[config.mk]
export PLATFORM = sky130hd
export DESIGN_NAME = usb3_rx_framer_flat
export DESIGN_NICKNAME = d
export VERILOG_FILES = /design/src/rtl/usb3_rx_framer_pkg.sv /design/src/rtl/usb3_rx_framer_if.sv /design/src/rtl/usb3_crc16.sv /design/src/rtl/usb3_rx_framer.sv /design/src/flat_wrapper.sv
export SDC_FILE = /design/constraint.sdc
export NUM_CORES = 1
export LEC_CHECK = 0
export CAP_MARGIN = 20
export CORE_MARGIN = 10
export CORE_UTILIZATION = 50
export DETAILED_ROUTE_END_ITERATION = 6
export PLACE_DENSITY = 0.84
export REMOVE_ABC_BUFFERS = 1
export SLEW_MARGIN = 30
export SYNTH_ARGS = -nofsm -noshare
export SYNTH_HDL_FRONTEND = slang
export SYNTH_HIERARCHICAL = 1
export SYNTH_SLANG_ARGS = --single-unit
[constraint.sdc]
create_clock -name local_clk -period 4.4 [get_ports local_clk]
set_input_delay 1.32 -clock local_clk [delete_from_list [all_inputs] [get_ports local_clk]]
set_output_delay 1.32 -clock local_clk [all_outputs]
set_load 0.005 [all_outputs]
[src/rtl/usb3_rx_framer_pkg.sv]
// Shared constants and types for the USB3 link-layer RX framer: K-symbol codes,
// ordered-set words, output type encodings and FSM states.
package usb3_rx_framer_pkg;

  localparam logic [7:0] SYM_SHP = 8'hFB;
  localparam logic [7:0] SYM_SDP = 8'h5C;
  localparam logic [7:0] SYM_SLC = 8'hFE;
  localparam logic [7:0] SYM_END = 8'hFD;
  localparam logic [7:0] SYM_EDB = 8'h7C;
  localparam logic [7:0] SYM_EPF = 8'hF7;

  localparam logic [31:0] HPSTART  = {SYM_SHP, SYM_SHP, SYM_SHP, SYM_EPF};
  localparam logic [31:0] LCSTART  = {SYM_SLC, SYM_SLC, SYM_SLC, SYM_EPF};
  localparam logic [31:0] DPPSTART = {SYM_SDP, SYM_SDP, SYM_SDP, SYM_EPF};

  localparam logic [15:0] CRC16_POLY = 16'h100B;
  localparam logic [15:0] CRC16_INIT = 16'hFFFF;

  typedef enum logic [1:0] {
    TypeHdr  = 2'd0,
    TypeLcmd = 2'd1,
    TypeDpp  = 2'd2
  } out_type_e;

  typedef enum logic [2:0] {
    StIdle,
    StHdr,
    StLcmd,
    StDpp,
    StDppTail
  } state_e;

  typedef struct packed {
    logic        valid;
    logic [31:0] data;
    logic [3:0]  be;
    out_type_e   typ;
    logic        first;
    logic        last;
    logic        abort;
  } out_word_t;

  // Expand a per-byte flag vector into a 32-bit data mask, MSB byte first.
  function automatic logic [31:0] byte_mask(input logic [3:0] be);
    return {{8{be[3]}}, {8{be[2]}}, {8{be[1]}}, {8{be[0]}}};
  endfunction

endpackage

[src/rtl/usb3_rx_framer_if.sv]
// Symbol-stream input and tagged payload output of the RX framer.
// slave: the framer itself; master: the surrounding link layer / environment.
interface usb3_rx_framer_if;

  logic        in_active;
  logic [31:0] in_data;
  logic [3:0]  in_datak;

  logic        out_valid;
  logic [31:0] out_data;
  logic [3:0]  out_be;
  logic [1:0]  out_type;
  logic        out_first;
  logic        out_last;
  logic        out_abort;
  logic        err_frame;
  logic        crc_err;

  modport slave (
    input  in_active, in_data, in_datak,
    output out_valid, out_data, out_be, out_type, out_first, out_last, out_abort,
    output err_frame, crc_err
  );

  modport master (
    output in_active, in_data, in_datak,
    input  out_valid, out_data, out_be, out_type, out_first, out_last, out_abort,
    input  err_frame, crc_err
  );

endinterface

[src/rtl/usb3_crc16.sv]
// One 32-bit parallel step of the header CRC-16 (poly 0x100B), bits taken
// MSB first starting with the earliest-received byte.
module usb3_crc16
  import usb3_rx_framer_pkg::*;
(
  input  logic [15:0] crc_in,
  input  logic [31:0] data,
  output logic [15:0] crc_out
);

  always_comb begin
    logic [15:0] c;
    c = crc_in;
    for (int i = 31; i >= 0; i--) begin
      if (c[15] ^ data[i]) begin
        c = {c[14:0], 1'b0} ^ CRC16_POLY;
      end else begin
        c = {c[14:0], 1'b0};
      end
    end
    crc_out = c;
  end

endmodule

[src/rtl/usb3_rx_framer.sv]
// USB3 link-layer RX framer: strips HP/LC/DPP framing and emits tagged payload words.
// Header CRC-16 check is built only when USB3_RX_FRAMER_CRC_EN is defined.
module usb3_rx_framer
  import usb3_rx_framer_pkg::*;
#(
  parameter int unsigned HDR_WORDS     = 4,
  parameter int unsigned MAX_DPP_WORDS = 260
) (
  input logic             local_clk,
  input logic             reset_n,
  usb3_rx_framer_if.slave bus
);

  state_e     state_q, state_d;
  logic [8:0] cnt_q, cnt_d;
  logic [1:0] tail_n_q, tail_n_d;
  logic [7:0] tail_sym_q, tail_sym_d;
  out_word_t  word_q, word_d;
  logic       err_q, err_d;
  logic       crc_err_q, crc_err_d;
  logic       crc_bad;

  logic any_k, is_hpstart, is_lcstart, is_dpstart;

  assign any_k      = |bus.in_datak;
  assign is_hpstart = (bus.in_datak == 4'hF) && (bus.in_data == HPSTART);
  assign is_lcstart = (bus.in_datak == 4'hF) && (bus.in_data == LCSTART);
  assign is_dpstart = (bus.in_datak == 4'hF) && (bus.in_data == DPPSTART);

  // DPP terminator decode: lead_n data bytes followed by END/EDB framing.
  logic [1:0]  lead_n;
  logic [3:0]  term_k;
  logic [31:0] k_mask;
  logic [7:0]  term_sym;
  logic        sym_legal, term_full, term_part, term_ok;

  always_comb begin
    if (bus.in_datak[3]) begin
      lead_n = 2'd0;
    end else if (bus.in_datak[2]) begin
      lead_n = 2'd1;
    end else if (bus.in_datak[1]) begin
      lead_n = 2'd2;
    end else begin
      lead_n = 2'd3;
    end
    unique case (lead_n)
      2'd0:    term_sym = bus.in_data[31:24];
      2'd1:    term_sym = bus.in_data[23:16];
      2'd2:    term_sym = bus.in_data[15:8];
      default: term_sym = bus.in_data[7:0];
    endcase
  end

  assign term_k    = 4'b1111 >> lead_n;
  assign k_mask    = byte_mask(term_k);
  assign sym_legal = (term_sym == SYM_END) || (term_sym == SYM_EDB);
  assign term_full = (bus.in_datak == 4'hF) &&
                     (bus.in_data == {term_sym, term_sym, term_sym, SYM_EPF});
  assign term_part = (bus.in_datak == term_k) &&
                     ((bus.in_data & k_mask) == ({4{term_sym}} & k_mask));
  assign term_ok   = sym_legal && ((lead_n == 2'd0) ? term_full : term_part);

  // Remainder of a split terminator: (n-1) end symbols then EPF at word start.
  logic [31:0] tail_exp;
  logic [3:0]  tail_k;
  logic        tail_ok;

  always_comb begin
    unique case (tail_n_q)
      2'd1: begin
        tail_exp = {SYM_EPF, 24'h0};
        tail_k   = 4'b1000;
      end
      2'd2: begin
        tail_exp = {tail_sym_q, SYM_EPF, 16'h0};
        tail_k   = 4'b1100;
      end
      2'd3: begin
        tail_exp = {tail_sym_q, tail_sym_q, SYM_EPF, 8'h0};
        tail_k   = 4'b1110;
      end
      default: begin
        tail_exp = '0;
        tail_k   = 4'b0000;
      end
    endcase
  end

  assign tail_ok = ((bus.in_datak & tail_k) == tail_k) &&
                   ((bus.in_data & byte_mask(tail_k)) == tail_exp);

`ifdef USB3_RX_FRAMER_CRC_EN
  logic [15:0] crc_q, crc_d, crc_step;

  usb3_crc16 u_crc16 (
    .crc_in  (crc_q),
    .data    (bus.in_data),
    .crc_out (crc_step)
  );

  always_comb begin
    crc_d = crc_q;
    if (state_q == StIdle && bus.in_active && is_hpstart) begin
      crc_d = CRC16_INIT;
    end else if (state_q == StHdr && bus.in_active && !any_k &&
                 cnt_q < 9'(HDR_WORDS - 1)) begin
      crc_d = crc_step;
    end
  end

  always_ff @(posedge local_clk) begin
    if (!reset_n) begin
      crc_q <= CRC16_INIT;
    end else begin
      crc_q <= crc_d;
    end
  end

  assign crc_bad = (bus.in_data[31:16] != ~crc_q);
`else
  assign crc_bad = 1'b0;
`endif

  out_type_e cur_type;
  logic      drop;

  assign cur_type = (state_q == StHdr) ? TypeHdr : TypeDpp;

  always_comb begin
    state_d    = state_q;
    cnt_d      = cnt_q;
    tail_n_d   = tail_n_q;
    tail_sym_d = tail_sym_q;
    word_d     = '0;
    err_d      = 1'b0;
    crc_err_d  = 1'b0;
    drop       = 1'b0;

    unique case (state_q)
      StIdle: begin
        if (bus.in_active && any_k) begin
          if (is_hpstart) begin
            state_d = StHdr;
            cnt_d   = '0;
          end else if (is_lcstart) begin
            state_d = StLcmd;
          end else if (is_dpstart) begin
            state_d = StDpp;
            cnt_d   = '0;
          end else begin
            err_d = 1'b1;
          end
        end
      end

      StHdr: begin
        if (!bus.in_active || any_k) begin
          drop = 1'b1;
        end else begin
          word_d.valid = 1'b1;
          word_d.data  = bus.in_data;
          word_d.be    = 4'hF;
          word_d.typ   = TypeHdr;
          word_d.first = (cnt_q == '0);
          cnt_d        = cnt_q + 9'd1;
          if (cnt_q == 9'(HDR_WORDS - 1)) begin
            word_d.last  = 1'b1;
            word_d.abort = crc_bad;
            crc_err_d    = crc_bad;
            state_d      = StIdle;
          end
        end
      end

      StLcmd: begin
        if (bus.in_active) begin
          word_d.valid = 1'b1;
          word_d.data  = bus.in_data;
          word_d.be    = 4'hF;
          word_d.typ   = TypeLcmd;
          word_d.first = 1'b1;
          word_d.last  = 1'b1;
          state_d      = StIdle;
        end
      end

      StDpp: begin
        if (!bus.in_active) begin
          drop = 1'b1;
        end else if (!any_k) begin
          if (cnt_q == 9'(MAX_DPP_WORDS)) begin
            drop = 1'b1;
          end else begin
            word_d.valid = 1'b1;
            word_d.data  = bus.in_data;
            word_d.be    = 4'hF;
            word_d.typ   = TypeDpp;
            word_d.first = (cnt_q == '0);
            cnt_d        = cnt_q + 9'd1;
          end
        end else if (!term_ok) begin
          drop = 1'b1;
        end else begin
          word_d.valid = 1'b1;
          word_d.data  = bus.in_data & ~k_mask;
          word_d.be    = ~term_k;
          word_d.typ   = TypeDpp;
          word_d.first = (cnt_q == '0);
          word_d.last  = 1'b1;
          word_d.abort = (term_sym == SYM_EDB);
          tail_n_d     = lead_n;
          tail_sym_d   = term_sym;
          state_d      = (lead_n == 2'd0) ? StIdle : StDppTail;
        end
      end

      StDppTail: begin
        if (!bus.in_active) begin
          drop = 1'b1;
        end else begin
          err_d   = !tail_ok;
          state_d = StIdle;
        end
      end

      default: state_d = StIdle;
    endcase

    // Truncated or malformed packet: close it with an empty aborted last word.
    if (drop) begin
      word_d       = '0;
      word_d.valid = 1'b1;
      word_d.typ   = cur_type;
      word_d.last  = 1'b1;
      word_d.abort = 1'b1;
      err_d        = 1'b1;
      state_d      = StIdle;
    end
  end

  always_ff @(posedge local_clk) begin
    if (!reset_n) begin
      state_q    <= StIdle;
      cnt_q      <= '0;
      tail_n_q   <= '0;
      tail_sym_q <= '0;
      word_q     <= '0;
      err_q      <= 1'b0;
      crc_err_q  <= 1'b0;
    end else begin
      state_q    <= state_d;
      cnt_q      <= cnt_d;
      tail_n_q   <= tail_n_d;
      tail_sym_q <= tail_sym_d;
      word_q     <= word_d;
      err_q      <= err_d;
      crc_err_q  <= crc_err_d;
    end
  end

  assign bus.out_valid = word_q.valid;
  assign bus.out_data  = word_q.data;
  assign bus.out_be    = word_q.be;
  assign bus.out_type  = word_q.typ;
  assign bus.out_first = word_q.first;
  assign bus.out_last  = word_q.last;
  assign bus.out_abort = word_q.abort;
  assign bus.err_frame = err_q;
  assign bus.crc_err   = crc_err_q;

endmodule

[src/flat_wrapper.sv]
// flat-port wrapper written by rule: the top's interface ports become plain ports
module usb3_rx_framer_flat import usb3_rx_framer_pkg::*;
#(
  parameter int unsigned HDR_WORDS     = 4,
  parameter int unsigned MAX_DPP_WORDS = 260
)
  (local_clk, reset_n, bus_in_active, bus_in_data, bus_in_datak, bus_out_valid, bus_out_data, bus_out_be, bus_out_type, bus_out_first, bus_out_last, bus_out_abort, bus_err_frame, bus_crc_err);
  usb3_rx_framer_if bus_i ();
  input logic local_clk;
  input logic reset_n;
  input wire logic [$bits(bus_i.in_active)-1:0] bus_in_active;
  input wire logic [$bits(bus_i.in_data)-1:0] bus_in_data;
  input wire logic [$bits(bus_i.in_datak)-1:0] bus_in_datak;
  output wire logic [$bits(bus_i.out_valid)-1:0] bus_out_valid;
  output wire logic [$bits(bus_i.out_data)-1:0] bus_out_data;
  output wire logic [$bits(bus_i.out_be)-1:0] bus_out_be;
  output wire logic [$bits(bus_i.out_type)-1:0] bus_out_type;
  output wire logic [$bits(bus_i.out_first)-1:0] bus_out_first;
  output wire logic [$bits(bus_i.out_last)-1:0] bus_out_last;
  output wire logic [$bits(bus_i.out_abort)-1:0] bus_out_abort;
  output wire logic [$bits(bus_i.err_frame)-1:0] bus_err_frame;
  output wire logic [$bits(bus_i.crc_err)-1:0] bus_crc_err;
  assign bus_i.in_active = bus_in_active;
  assign bus_i.in_data = bus_in_data;
  assign bus_i.in_datak = bus_in_datak;
  assign bus_out_valid = bus_i.out_valid;
  assign bus_out_data = bus_i.out_data;
  assign bus_out_be = bus_i.out_be;
  assign bus_out_type = bus_i.out_type;
  assign bus_out_first = bus_i.out_first;
  assign bus_out_last = bus_i.out_last;
  assign bus_out_abort = bus_i.out_abort;
  assign bus_err_frame = bus_i.err_frame;
  assign bus_crc_err = bus_i.crc_err;
  usb3_rx_framer #(.HDR_WORDS(HDR_WORDS), .MAX_DPP_WORDS(MAX_DPP_WORDS)) u_core (.local_clk(local_clk), .reset_n(reset_n), .bus(bus_i));
endmodule
==> metrics.md <==
| Metric | Value |
|---|---|
| Outcome | `finished with violations` |
| Failing checks | `DRC` |
| Hold Crit Start | `u_core/tail_sym_q[0]` |
| Post-Place Setup Slack | `-10.4 ps` |
| Number of port buffers | `81` |
| H-Tree Level Count | `3` |
| First-pass GRT wire length | `24300 um` |
| Die area | `12700 sq um` |
| Largest net degree at the start of global routing | `27` |
| Clock skew | `9.75 ps` |
| Req. time, crit path | `4650 ps` |
| Final HPWL DP | `12100 um` |
| Total Nets Final | `665` |
| Slowest CP cell | `clkdlybuf4s50_1` |
| Initial antenna violation count | `1` |
| GRT met2 Usage | `0.360` |
| Std-Cell Rows | `33` |
| Num ports | `83` |
| Post-CTS sizing | `0` |
| Final total power | `1.31 mW` |
| Share of cells above drive strength 1 | `0.150` |
| Vias per cell | `6.28` |
| Global route hottest layer | `met2` |
| Post-Route WL | `15600 um` |
| Crit-path cells | `clkdlybuf4s50_1 -> buf_4 -> nor2b_1 -> nor4_1 -> o31ai_1 -> nand4_1 -> nor4_4 -> buf_4 -> o21ba_1 -> a31oi_1 -> buf_4 -> nor3b_1` |
| Hold Crit Depth | `2` |
| Syn Inst Count | `528` |
| Crit path buf inv count | `4` |
| Crit path launch type | `input pin` |
| Initial Util | `0.517` |
| Reg2reg setup slack | `1860 ps` |
| Post-DP Area | `5360 sq um` |
| CTS tree | `done` |
| Fraction of registers with async set/reset | `0` |
| Pwr Density | `237 nW/um^2` |
| Met3 usage | `0.0660` |
| Setup TNS | `0 ps` |
| Unrepaired setup endpoints after global routing | `false` |
| Seq/Total Area, Yosys | `0.303` |
| Routed Antenna Nets | `0` |
| DR WL/cell | `21.3 um` |
| RePlAce Congestion | `1.02` |
| Clk Latency, worst-skew pair | `340 ps` |
| # DRC | `1` |
| Worst r2r src | `u_core/cnt_q[3]` |
| Final worst-path cycle share | `0.937` |
| Post-synth cell types | `78` |
| Total gr overflow | `0` |
| Num CTS Buffers | `9` |
| Diodes inserted | `0` |
| CP Data Arrival Time | `4370 ps` |
| Hold-fix buffers at CTS | `0` |
| Slew Limit Headroom | `0.374` |
| Width of the die | `113 um` |
| Via count | `4600` |
| FF-to-FF End | `u_core/bus.out_data[4]` |
| Drt pass-1 iters | `7` |
| Setup crit end kind | `flop` |
| Placed cells | `718` |
| Min-delay worst type | `reg -> reg` |
| #FFs+latches synth | `65` |
| Area grow syn2layout | `28.7%` |
| WP depth | `12` |
| Reg2Reg Depth | `9` |
| Mapped cell area | `4290 sq um` |
| Top cell by count, worst path | `buf_4` |
| Ys flop type | `dfxtp_1` |
| Fmax | `243 MHz` |
| YS warnings | `6` |
| Pins Over Slew Limit | `0` |
| Root buffer cell | `clkbuf_8` |
| Final instance area | `5520 sq um` |
| Final Non-Filler Cells | `732` |
| GRT Resource Usage Total | `0.234` |
| Worst Tran Pin Value | `932 ps` |
| Fin worst setup slack | `279 ps` |
| Post-CTS Setup Inserts | `0` |
| EDFF count, synth | `0` |
| Max clock buf depth | `2` |
| Number of global-route vias before repair | `4390` |
| Chip height | `113 um` |
| Initial DRC count | `494` |
| VDD IR max | `0.000176 V` |
| Met1 GRT Util | `0.302` |
| # setup viols final | `0` |
| Maxcap violations | `0` |
| Final hold vios | `0` |
| CP max FO | `9` |
| Core Region | `8300 sq um` |
| CP Launch Point | `bus_in_datak[2]` |
| CTS Sinks | `65` |
| Max stage delay on crit path | `640 ps` |
| Clk slew on worst S/H paths | `70 ps` |
| Crit-path leading delay family | `buffers and inverters` |
| Syn Area/Cell | `8.13 sq um` |
| Fin crit period | `4120 ps` |
| Critical Path End | `u_core/bus.out_data[8]` |
| Crit path kind | `in -> reg` |
| Leakage Power | `2.07 nW` |
metal layers:
layer  vias to the layer above  share of wire
li1                       2107              -
met1                      2119           0.40
met2                       325           0.45
met3                        49           0.12
met4                         0          0.032
met5                         -              0
power by group:
group | internal, mW | switching, mW | total (mW) | leakage (nW)
sequential | 0.588 | 0.000108 | 0.589 | 0.523
combinational | 0.114 | 0.155 | 0.269 | 1.46
clock | 0.227 | 0.227 | 0.454 | 0.0871
Yosys cell counts, types with 11 or more instances:
library cell,instances,area (sq um)
o21a_1,14,105
buf_2,14,70.1
nand4_1,15,93.8
nor3_1,35,175
nor4_1,11,68.8
inv_1,39,146
clkbuf_1,18,67.6
mux2i_1,12,120
nor2_1,36,135
o21ai_0,14,70.1
nor2b_1,11,68.8
nand2_1,35,131
nor3b_1,13,97.6
dfxtp_1,65,1300
a21oi_1,25,125
xor2_1,11,96.3
stage by stage:
step,util,hold slack (ps)
2_1_floorplan,-,449
3_3_place_gp,0.645,481
3_5_place_dp,0.645,487
4_1_cts,0.666,498
5_1_grt,0.666,522
6_report,0.666,500
registers in the layout, summed over array words and instances, names as in the netlist:
signal                count
u_core/bus.out_data      32
u_core/cnt_q              9
u_core/tail_sym_q         8
u_core/bus.out_be         4
u_core/state_q            3
u_core/bus.out_type       2
u_core/tail_n_q           2
u_core/bus.err_frame      1
u_core/bus.out_abort      1
u_core/bus.out_first      1
u_core/bus.out_last       1
u_core/bus.out_valid      1
worst register-to-register path, stage by stage (launching register included):
cell,delay [ps]
dfxtp_1,350
or4_1,560
nor4_1,330
nor3_1,90
nor2_1,230
o31ai_1,150
a2bb2oi_2,180
o2111ai_4,190
buf_4,240
nor3_1,70
placed cells by master, fill, tap and decap left out, types with 7 or more instances in the layout:
| cell | instances |
|---|---|
| a21oi_1 | 25 |
| o22ai_1 | 10 |
| nor2b_1 | 11 |
| nand2_1 | 35 |
| o21ai_0 | 13 |
| clkbuf_8 | 11 |
| o31ai_1 | 8 |
| buf_4 | 49 |
| nor3b_1 | 13 |
| nand2b_1 | 7 |
| dfxtp_1 | 65 |
| mux2i_1 | 12 |
| o21a_1 | 14 |
| nand3_1 | 10 |
| a31oi_1 | 8 |
| nor3_1 | 35 |
| nor4_1 | 11 |
| nor2_1 | 36 |
| xor2_1 | 11 |
| clkdlybuf4s50_1 | 81 |
| inv_1 | 39 |
| nand4_1 | 15 |
final cells by class:
type	instances	area (sq um)
clock buffers	11	151
clock inverters	3	17.5
fillers	689	2780
inverters	39	146
multi-input cells	375	2520
flip-flops and latches	65	1300
well taps	105	131
repair buffers	134	1260
worst min path at each step:
stage,slack [ps],end
2_1_floorplan,450,u_core/tail_sym_q[1]
3_3_place_gp,480,u_core/tail_sym_q[1]
3_5_place_dp,490,u_core/tail_sym_q[0]
4_1_cts,500,u_core/tail_sym_q[0]
5_1_grt,520,u_core/tail_sym_q[0]
6_report,500,u_core/tail_sym_q[0]
logic make-up (layout without fill, tap and decap cells):
| logic type | after synthesis | count (layout) | share of synthesized area |
|---|---|---|---|
| mux | 12 | 12 | 0.0280 |
| other cells | 1 | 1 | 0.000874 |
| compound gates | 134 | 134 | 0.235 |
| xor+xnor | 16 | 16 | 0.0327 |
| flops | 65 | 65 | 0.303 |
| buf+inv | 88 | 187 | 0.110 |
| fa+ha+maj | 2 | 2 | 0.00583 |
| simple gates | 210 | 210 | 0.285 |
No activity file was read; power rests on OpenSTA's default activity.
